## src/rtl/mwsub_seq_pkg.sv

```systemverilog
// Shared types and constants for the multi-word sequential subtractor.
package mwsub_seq_pkg;
    localparam int WORD_W = 32;

    typedef enum logic [1:0] {
        IDLE = 2'd0,
        RUN  = 2'd1,
        DONE = 2'd2
    } state_t;
endpackage

```

## src/rtl/mwsub_seq_sub_word32.sv

```systemverilog
// One 32-bit subtract slice with borrow in/out; time-shared by mwsub_seq.
module sub_word32
    import mwsub_seq_pkg::*;
(
    input  logic [WORD_W-1:0] A,
    input  logic [WORD_W-1:0] B,
    input  logic              bin,
    output logic [WORD_W-1:0] diff,
    output logic              bout
);
    logic [WORD_W:0] res;

    // The 33rd bit goes negative exactly when A < B + bin.
    assign res  = {1'b0, A} - {1'b0, B} - {{WORD_W{1'b0}}, bin};
    assign diff = res[WORD_W-1:0];
    assign bout = res[WORD_W];
endmodule

```

## src/rtl/mwsub_seq.sv

```systemverilog
// Sequential multi-word subtractor: one 32-bit word per cycle, LSW first.
// Define MWSUB_SAT_EN to saturate a negative result to zero.
module mwsub_seq
    import mwsub_seq_pkg::*;
#(
    parameter int NWORDS = 4
) (
    input  logic                     clk,
    input  logic                     rst,
    input  logic                     start,
    input  logic [32*NWORDS-1:0]     A,
    input  logic [32*NWORDS-1:0]     B,
    input  logic                     Bin,
    output logic                     busy,
    output logic                     done,
    output logic [32*NWORDS-1:0]     Diff,
    output logic                     Bout,
    output logic                     Z,
    output logic                     N
);
    localparam int             IW   = (NWORDS > 1) ? $clog2(NWORDS) : 1;
    localparam logic [IW-1:0]  LAST = IW'(NWORDS - 1);

    state_t                          state, state_nx;
    logic [NWORDS-1:0][WORD_W-1:0]   a_q, b_q, diff_q;
    logic [IW-1:0]                   idx;
    logic                            brw, zacc;
    logic [WORD_W-1:0]               wdiff;
    logic                            wbout;

    sub_word32 u_sub (
        .A    (a_q[idx]),
        .B    (b_q[idx]),
        .bin  (brw),
        .diff (wdiff),
        .bout (wbout)
    );

    assign Diff = diff_q;

    always_ff @(posedge clk or posedge rst) begin
        if (rst) state <= IDLE;
        else     state <= state_nx;
    end

    always_comb begin
        state_nx = state;
        case (state)
            IDLE:    if (start) state_nx = RUN;
            RUN:     if (idx == LAST) state_nx = DONE;
            DONE:    state_nx = IDLE;
            default: state_nx = IDLE;
        endcase
    end

    always_comb begin
        busy = 1'b0;
        done = 1'b0;
        case (state)
            RUN:     busy = 1'b1;
            DONE:    begin busy = 1'b1; done = 1'b1; end
            default: ;
        endcase
    end

    // brw carries Bin into word 0 and the previous word's borrow afterwards.
    always_ff @(posedge clk or posedge rst) begin
        if (rst) begin
            a_q    <= '0;
            b_q    <= '0;
            diff_q <= '0;
            idx    <= '0;
            brw    <= 1'b0;
            zacc   <= 1'b0;
            Bout   <= 1'b0;
            Z      <= 1'b0;
            N      <= 1'b0;
        end else begin
            case (state)
                IDLE: if (start) begin
                    a_q    <= A;
                    b_q    <= B;
                    brw    <= Bin;
                    idx    <= '0;
                    zacc   <= 1'b1;
                    diff_q <= '0;
                    Bout   <= 1'b0;
                    Z      <= 1'b0;
                    N      <= 1'b0;
                end
                RUN: begin
                    diff_q[idx] <= wdiff;
                    brw         <= wbout;
                    zacc        <= zacc & (wdiff == '0);
                    if (idx == LAST) begin
                        Bout <= wbout;
                        Z    <= zacc & (wdiff == '0);
                        N    <= wdiff[WORD_W-1];
`ifdef MWSUB_SAT_EN
                        if (wbout) begin
                            diff_q <= '0;
                            Z      <= 1'b1;
                            N      <= 1'b0;
                        end
`else
`endif
                    end else begin
                        idx <= idx + 1'b1;
                    end
                end
                default: ;
            endcase
        end
    end
endmodule

```

## config.mk

```make
export PLATFORM = sky130hd
export DESIGN_NAME = mwsub_seq
export DESIGN_NICKNAME = d
export VERILOG_FILES = /design/src/rtl/mwsub_seq_pkg.sv /design/src/rtl/mwsub_seq_sub_word32.sv /design/src/rtl/mwsub_seq.sv
export SDC_FILE = /design/constraint.sdc
export NUM_CORES = 1
export LEC_CHECK = 0
export ABC_AREA = 1
export CAP_MARGIN = 10
export CELL_PAD_IN_SITES_DETAIL_PLACEMENT = 0
export CELL_PAD_IN_SITES_GLOBAL_PLACEMENT = 1
export CORE_UTILIZATION = 34
export CTS_BUF_LIST = sky130_fd_sc_hd__clkbuf_4 sky130_fd_sc_hd__clkbuf_8 sky130_fd_sc_hd__clkbuf_16
export CTS_CLUSTER_SIZE = 10
export DETAILED_ROUTE_END_ITERATION = 10
export PLACE_DENSITY_LB_ADDON = 0.1
export SLEW_MARGIN = 10
export SYNTH_ARGS = -nofsm -noshare
export SYNTH_HDL_FRONTEND = slang
export SYNTH_HIERARCHICAL = 1
export SYNTH_SLANG_ARGS = --single-unit
```

## constraint.sdc

```tcl
create_clock -name clk -period 11.3 [get_ports clk]
set_input_delay 1.13 -clock clk [delete_from_list [all_inputs] [get_ports clk]]
set_output_delay 1.13 -clock clk [all_outputs]
set_load 0.005 [all_outputs]
```

======== Word-level counts from Yosys, hierarchy flattened ========
Index checks and enable logic that the tools add are counted.
storage, ports and cells
  register bits ........................... 393
  bits of input ports ..................... 260
  output and inout port bits .............. 133
operators by class
  bitwise logic cells ..................... 1
  $lt $le $gt $ge ......................... 2
  mux-type cells .......................... 28
  equality and inequality tests ........... 6
  reduce and logical (&&, ||, !) cells .... 10
  $add $sub $neg .......................... 3
operator list
  operator             number
  $pmux 128 s2         1
  $bmux 32 s2          2
  $bwmux 128           1
  $mux 128             1
  $mux 32              3
  $demux 32 s2         1
  $sub 32x32->33       1
  $sub 33x1->33        1
  $logic_not 32->1     1
  $pmux 1 s2           5
  $mux 1               8
  $mux 2               4
  $pmux 2 s2           2
  $ne 2x2->1 const B   3
  $reduce_and 2->1     3
  $reduce_and 3->1     2
  $eq 2x2->1 const B   2
  $lt 2x3->1 const B   1
  $add 2x1->2 const B  1
  $eq 2x1->1 const B   1
  $ge 2x1->1 const B   1
  $logic_not 2->1      1
  $reduce_bool 2->1    1
  $reduce_or 2->1      1
  other kinds (2)      2

======== Longest topological paths before layout ========
  depth in word-level cells ............... 8
  mapped depth ............................ 26
  depth with buffers taken out ............ 24

======== Cells and area by module ========
Netlist, hierarchy kept.
modules (own cells, without submodules)
  module      cells an instance  instances  sequential area each (um2)  area each (um2)
  mwsub_seq   2009               1          9834.4                      16787.4
  sub_word32  645                1          0.0                         3318.2

======== Least setup slack after synthesis ========
OpenSTA, ideal clock, no wires.
  path kind ............................... register to register
  from .................................... reg idx[0]
  to ...................................... reg zacc
  data arrival time ....................... 3.305 ns
  setup time .............................. 0.077 ns
  stages on the path, launching flop included .. 26
  buffers on the path ..................... 2
  setup slack ............................. 7.917 ns
  path through ............................ dfrtp_1 inv_1 clkbuf_1 clkbuf_1 nor2_1 o22ai_1 inv_1 fa_1 inv_1 ha_1 or2_2 nand2_1 nand2_2 nand2_2 nand2_4 nand2_2 nand2_1 nand2_1 nand2_1 inv_1 nand2_1 nor2_1 nand2_1 nor2_1 nand3_1 a21oi_1
on the way
  longest elaborated chain between the ends .. 7
ends and longest elaborated chain
  what                            line                              text
  start, declared                 mwsub_seq.sv:26                   logic [IW-1:0] idx;
  start signal, assigned          mwsub_seq.sv:108                  idx <= idx + 1'b1;
  $bmux 32 s2 (on tied branches)  mwsub_seq.sv:32, mwsub_seq.sv:33
  $mux 32 (on tied branches)      mwsub_seq.sv:32, mwsub_seq.sv:33
  $sub 32x32->33 (*)              mwsub_seq_sub_word32.sv:14        assign res = {1'b0, A} - {1'b0, B} - {{WORD_W{1'b0}}, bin};
  $sub 33x1->33 (*)               mwsub_seq_sub_word32.sv:14
  named net wdiff[21]             mwsub_seq.sv:28                   logic [WORD_W-1:0] wdiff;
  $logic_not 32->1 (*)            mwsub_seq.sv:94                   zacc <= zacc & (wdiff == '0);
  $and 1x1->1 (*)                 mwsub_seq.sv:94
  $pmux 1 s2 (*)                  mwsub_seq.sv:79                   case (state)
  end signal, assigned            mwsub_seq.sv:94
  end, declared                   mwsub_seq.sv:27                   logic brw, zacc;
Mark *: on every way through the listed nets, which the timed path passes. The rest lies on a longest branch. The select of a mux whose other input is x is not followed.
A chain may end at the register's enable or synchronous reset.

======== Worst setup path in the final report ========
Same ends and word-level chain as after synthesis.

==> impl_metrics.env <==
export IMPL_status="finished clean"
export IMPL_cts_root_buf="clkbuf_16"
export IMPL_first_pass_iters=5
export IMPL_cts_setup_buffers=0
export IMPL_drc_errors=0
export IMPL_slew_headroom_pct=27.9
export IMPL_syn_nets=2986
export IMPL_hold_buffers=0
export IMPL_ys_ff_latch=393
export IMPL_cp_end_kind="flop"
export IMPL_tns_ps=0
export IMPL_io_pins=393
export IMPL_clock_sinks=393
export IMPL_drv_cap=0
export IMPL_synth_top_flop_cell="dfrtp_1"
export IMPL_cts_tree="yes"
export IMPL_syn_area_per_cell_um2=7.58
export IMPL_synth_edf_count=0
export IMPL_max_freq_mhz=195
export IMPL_grt_max_degree=173
export IMPL_core_rowCount=88
export IMPL_required_ps=11780
export IMPL_synth_top_area_share_pct=48.9
export IMPL_layoutNonFillerInstCount=3765
export IMPL_grt_pass1_wl_um=107000
export IMPL_place_area_mm2=0.0245
export IMPL_slowest_stage="buf_4"
export IMPL_critPathMaxFanout=86
export IMPL_nNetsFinal=3315
export IMPL_synth_top_family_by_area="simple AND/OR/NAND/NOR gates"
export IMPL_cts_buffers=47
export IMPL_fin_crit_ps=5140
export IMPL_crit_arrival_ps=5620
export IMPL_antenna_found_initial=2
export IMPL_synth_xor_area_share_pct=0.697
export IMPL_clk_pin_slew_ps=60
export IMPL_drive_above_1_share_pct=5.30
export IMPL_drt_total_wl_um=68300
export IMPL_cpMostUsedCell="nand2_2"
export IMPL_ys_top_cells_by_area="dfrtp_1 (49%), nand2_1 (20%), inv_1 (6.2%)"
export IMPL_synthMuxAreaShare_pct=0
export IMPL_die_x_um=245
export IMPL_ys_warn_count=6
export IMPL_rsz0062_at_grt="no"
export IMPL_finalMaxSlewViolations=0
export IMPL_die_area_mm2=0.0601
export IMPL_ctsResizeCount=0
export IMPL_ys_async_sr_fraction_pct=100
export IMPL_clock_latency_ps=580
export IMPL_synthSimpleGateAreaFrac_pct=26.7
export IMPL_grt_usage_pct=22.9
export IMPL_vias_per_cell=4.74
export IMPL_place_inst=3699
export IMPL_post_route_cell_area_mm2=0.0259
export IMPL_critPathMaxStageDelay_ps=780
export IMPL_path_cells="inv_4 > buf_4 > o21ai_0 > o22ai_1 > inv_1 > ha_1 > inv_1 > ha_1 > nand2_2 > nor2_2 > and2_1 > nand2_2 > nand2_2 > nand2_2 > nand3_1 > nand2_1 > nor2_1 > nand3_1 > nor2_1 > nand3_1 > a21oi_1"
export IMPL_worstHoldPathType="flop to flop"
export IMPL_htree_levels=2
export IMPL_synth_cells=2654
export IMPL_route_antenna_remaining_nets=0
export IMPL_ff2ff_path_depth=21
export IMPL_vias=17900
export IMPL_setup_violations_final=0
export IMPL_post_route_period_util_pct=45.5
export IMPL_initial_core_util_pct=34.6
export IMPL_hold_path_depth=2
export IMPL_clock_skew_ps=21.8
export IMPL_n_fill_cell=5919
export IMPL_synthAdderAreaFrac_pct=4.56
export IMPL_multi_input_area_mm2=0.00837
export IMPL_synth_largest_area_cell="dfrtp_1"
export IMPL_cp_start_kind="flop"
export IMPL_dp_hpwl_um=49600
export IMPL_core_mm2=0.0580
export IMPL_grt_ovfl_total=0
export IMPL_final_hold_viol_count=0
export IMPL_yosysUniqueCellTypes=33
export IMPL_port_buffers=392
export IMPL_wl_per_cell_um=18.1
export IMPL_grt_pass1_vias=18400
export IMPL_max_slew_worst_pin_slew_ps=1080
export IMPL_drtIter0Drc=1053
export IMPL_synth_area_mm2=0.0201
export IMPL_path_class="flop to flop"
export IMPL_clock_path_buffers=3
export IMPL_synth_seq_area_share_pct=48.9
export IMPL_areaGrowthSynthToFinish_pct=28.8
export IMPL_layout_area_seq_mm2=0.00984
export IMPL_synth_compound_area_share_pct=9.67
export IMPL_die_h_um=245
export IMPL_routabilityCongestion=0.853
sequential cells by signal, summed over array words and instances (netlist names):
register,cells
idx,2
N,1
brw,1
zacc,1
a_q,128
Bout,1
b_q,128
Z,1
state,2
Diff,128
routing by layer:
layer / track usage, % / routed length [um] / up-vias
li1: - / - / 8873
met1: 31.5 / 31500 / 8499
met2: 38.0 / 32700 / 397
met3: 2.58 / 2610 / 84
met4: 5.94 / 1490 / 0
met5: 0 / 0 / -
synth_stat cells, types with 9 or more instances:
cell,instances
buf_6,12
a21oi_1,18
nand3_1,40
inv_1,334
nand2_2,38
nand2_1,1078
o21ai_1,14
clkbuf_1,84
nor2_1,182
buf_2,22
dfrtp_1,393
o21ai_0,139
xor2_1,16
o22ai_1,160
inv_2,9
ha_1,70
through the flow:
step | hold slack, ps | setup WS [ps] | util [%]
after floorplan | 444 | 4880 | -
after CTS | 475 | 6010 | 44.6
after global placement | 457 | 6040 | 42.3
after global routing | 485 | 5580 | 44.6
after detailed placement | 460 | 6030 | 42.3
final | 471 | 6160 | 44.6
layout make-up:
type / instances / share of cell area, %
clock buffers: 60 / 4.99
clock inverters: 4 / 0.285
multi-input cells: 1789 / 32.3
inverters: 345 / 5.07
flip-flops and latches: 393 / 38.0
diodes: 2 / 0.0193
well taps: 765 / 3.70
repair buffers: 407 / 15.6
critical path, delay by kind of cell, from the launching register on:
family	cells	cell delay (ps)
adder cells (fa/ha/maj)	2	700
flip-flops	1	750
AND/OR/NAND/NOR	12	1430
buffers and inverters	4	1440
AO/OA/AOI/OAI	3	650
worst paths after layout:
| path | from | endpoint | slack (ps) |
|---|---|---|---|
| worst max-delay path | idx[0]$_DFFE_PP0P_ | zacc$_DFFE_PP0P_ | 6160 |
| worst min-delay path | b_q[49]$_DFFE_PP0P_ | b_q[49]$_DFFE_PP0P_ | 470 |
| worst max register to register | idx[0]$_DFFE_PP0P_ | zacc$_DFFE_PP0P_ | 6160 |
| worst min register to register | b_q[49]$_DFFE_PP0P_ | b_q[49]$_DFFE_PP0P_ | 470 |
| max in group asynchronous | rst | a_q[45]$_DFFE_PP0P_ | 8070 |
| min in group asynchronous | rst | Diff[65]$_DFFE_PP0P_ | 1040 |
kinds of logic (layout without fill, tap and decap cells):
logic type,Yosys count,count (layout)
fa+ha+maj,72,72
other cells,0,2
flops,393,393
xor+xnor,16,16
buf+inv,472,816
simple gates,1362,1362
compound gates,339,339
placed cells by master, fill, tap and decap left out, drive strengths merged:
master / count
a21o: 1
a21oi: 23
a31oi: 1
and2: 1
buf: 15
bufinv: 2
clkbuf: 60
clkdlybuf4s50: 392
clkinv: 1
clkinvlp: 1
dfrtp: 393
diode: 2
fa: 2
ha: 70
inv: 345
nand2: 1118
nand3: 43
nand4: 3
nor2: 193
nor3: 3
o21ai: 153
o21bai: 1
o22ai: 160
or2: 1
xor2: 16
Power is not shown: default switching activity piles up to over one toggle a cycle in this logic, so the estimate is an artifact.
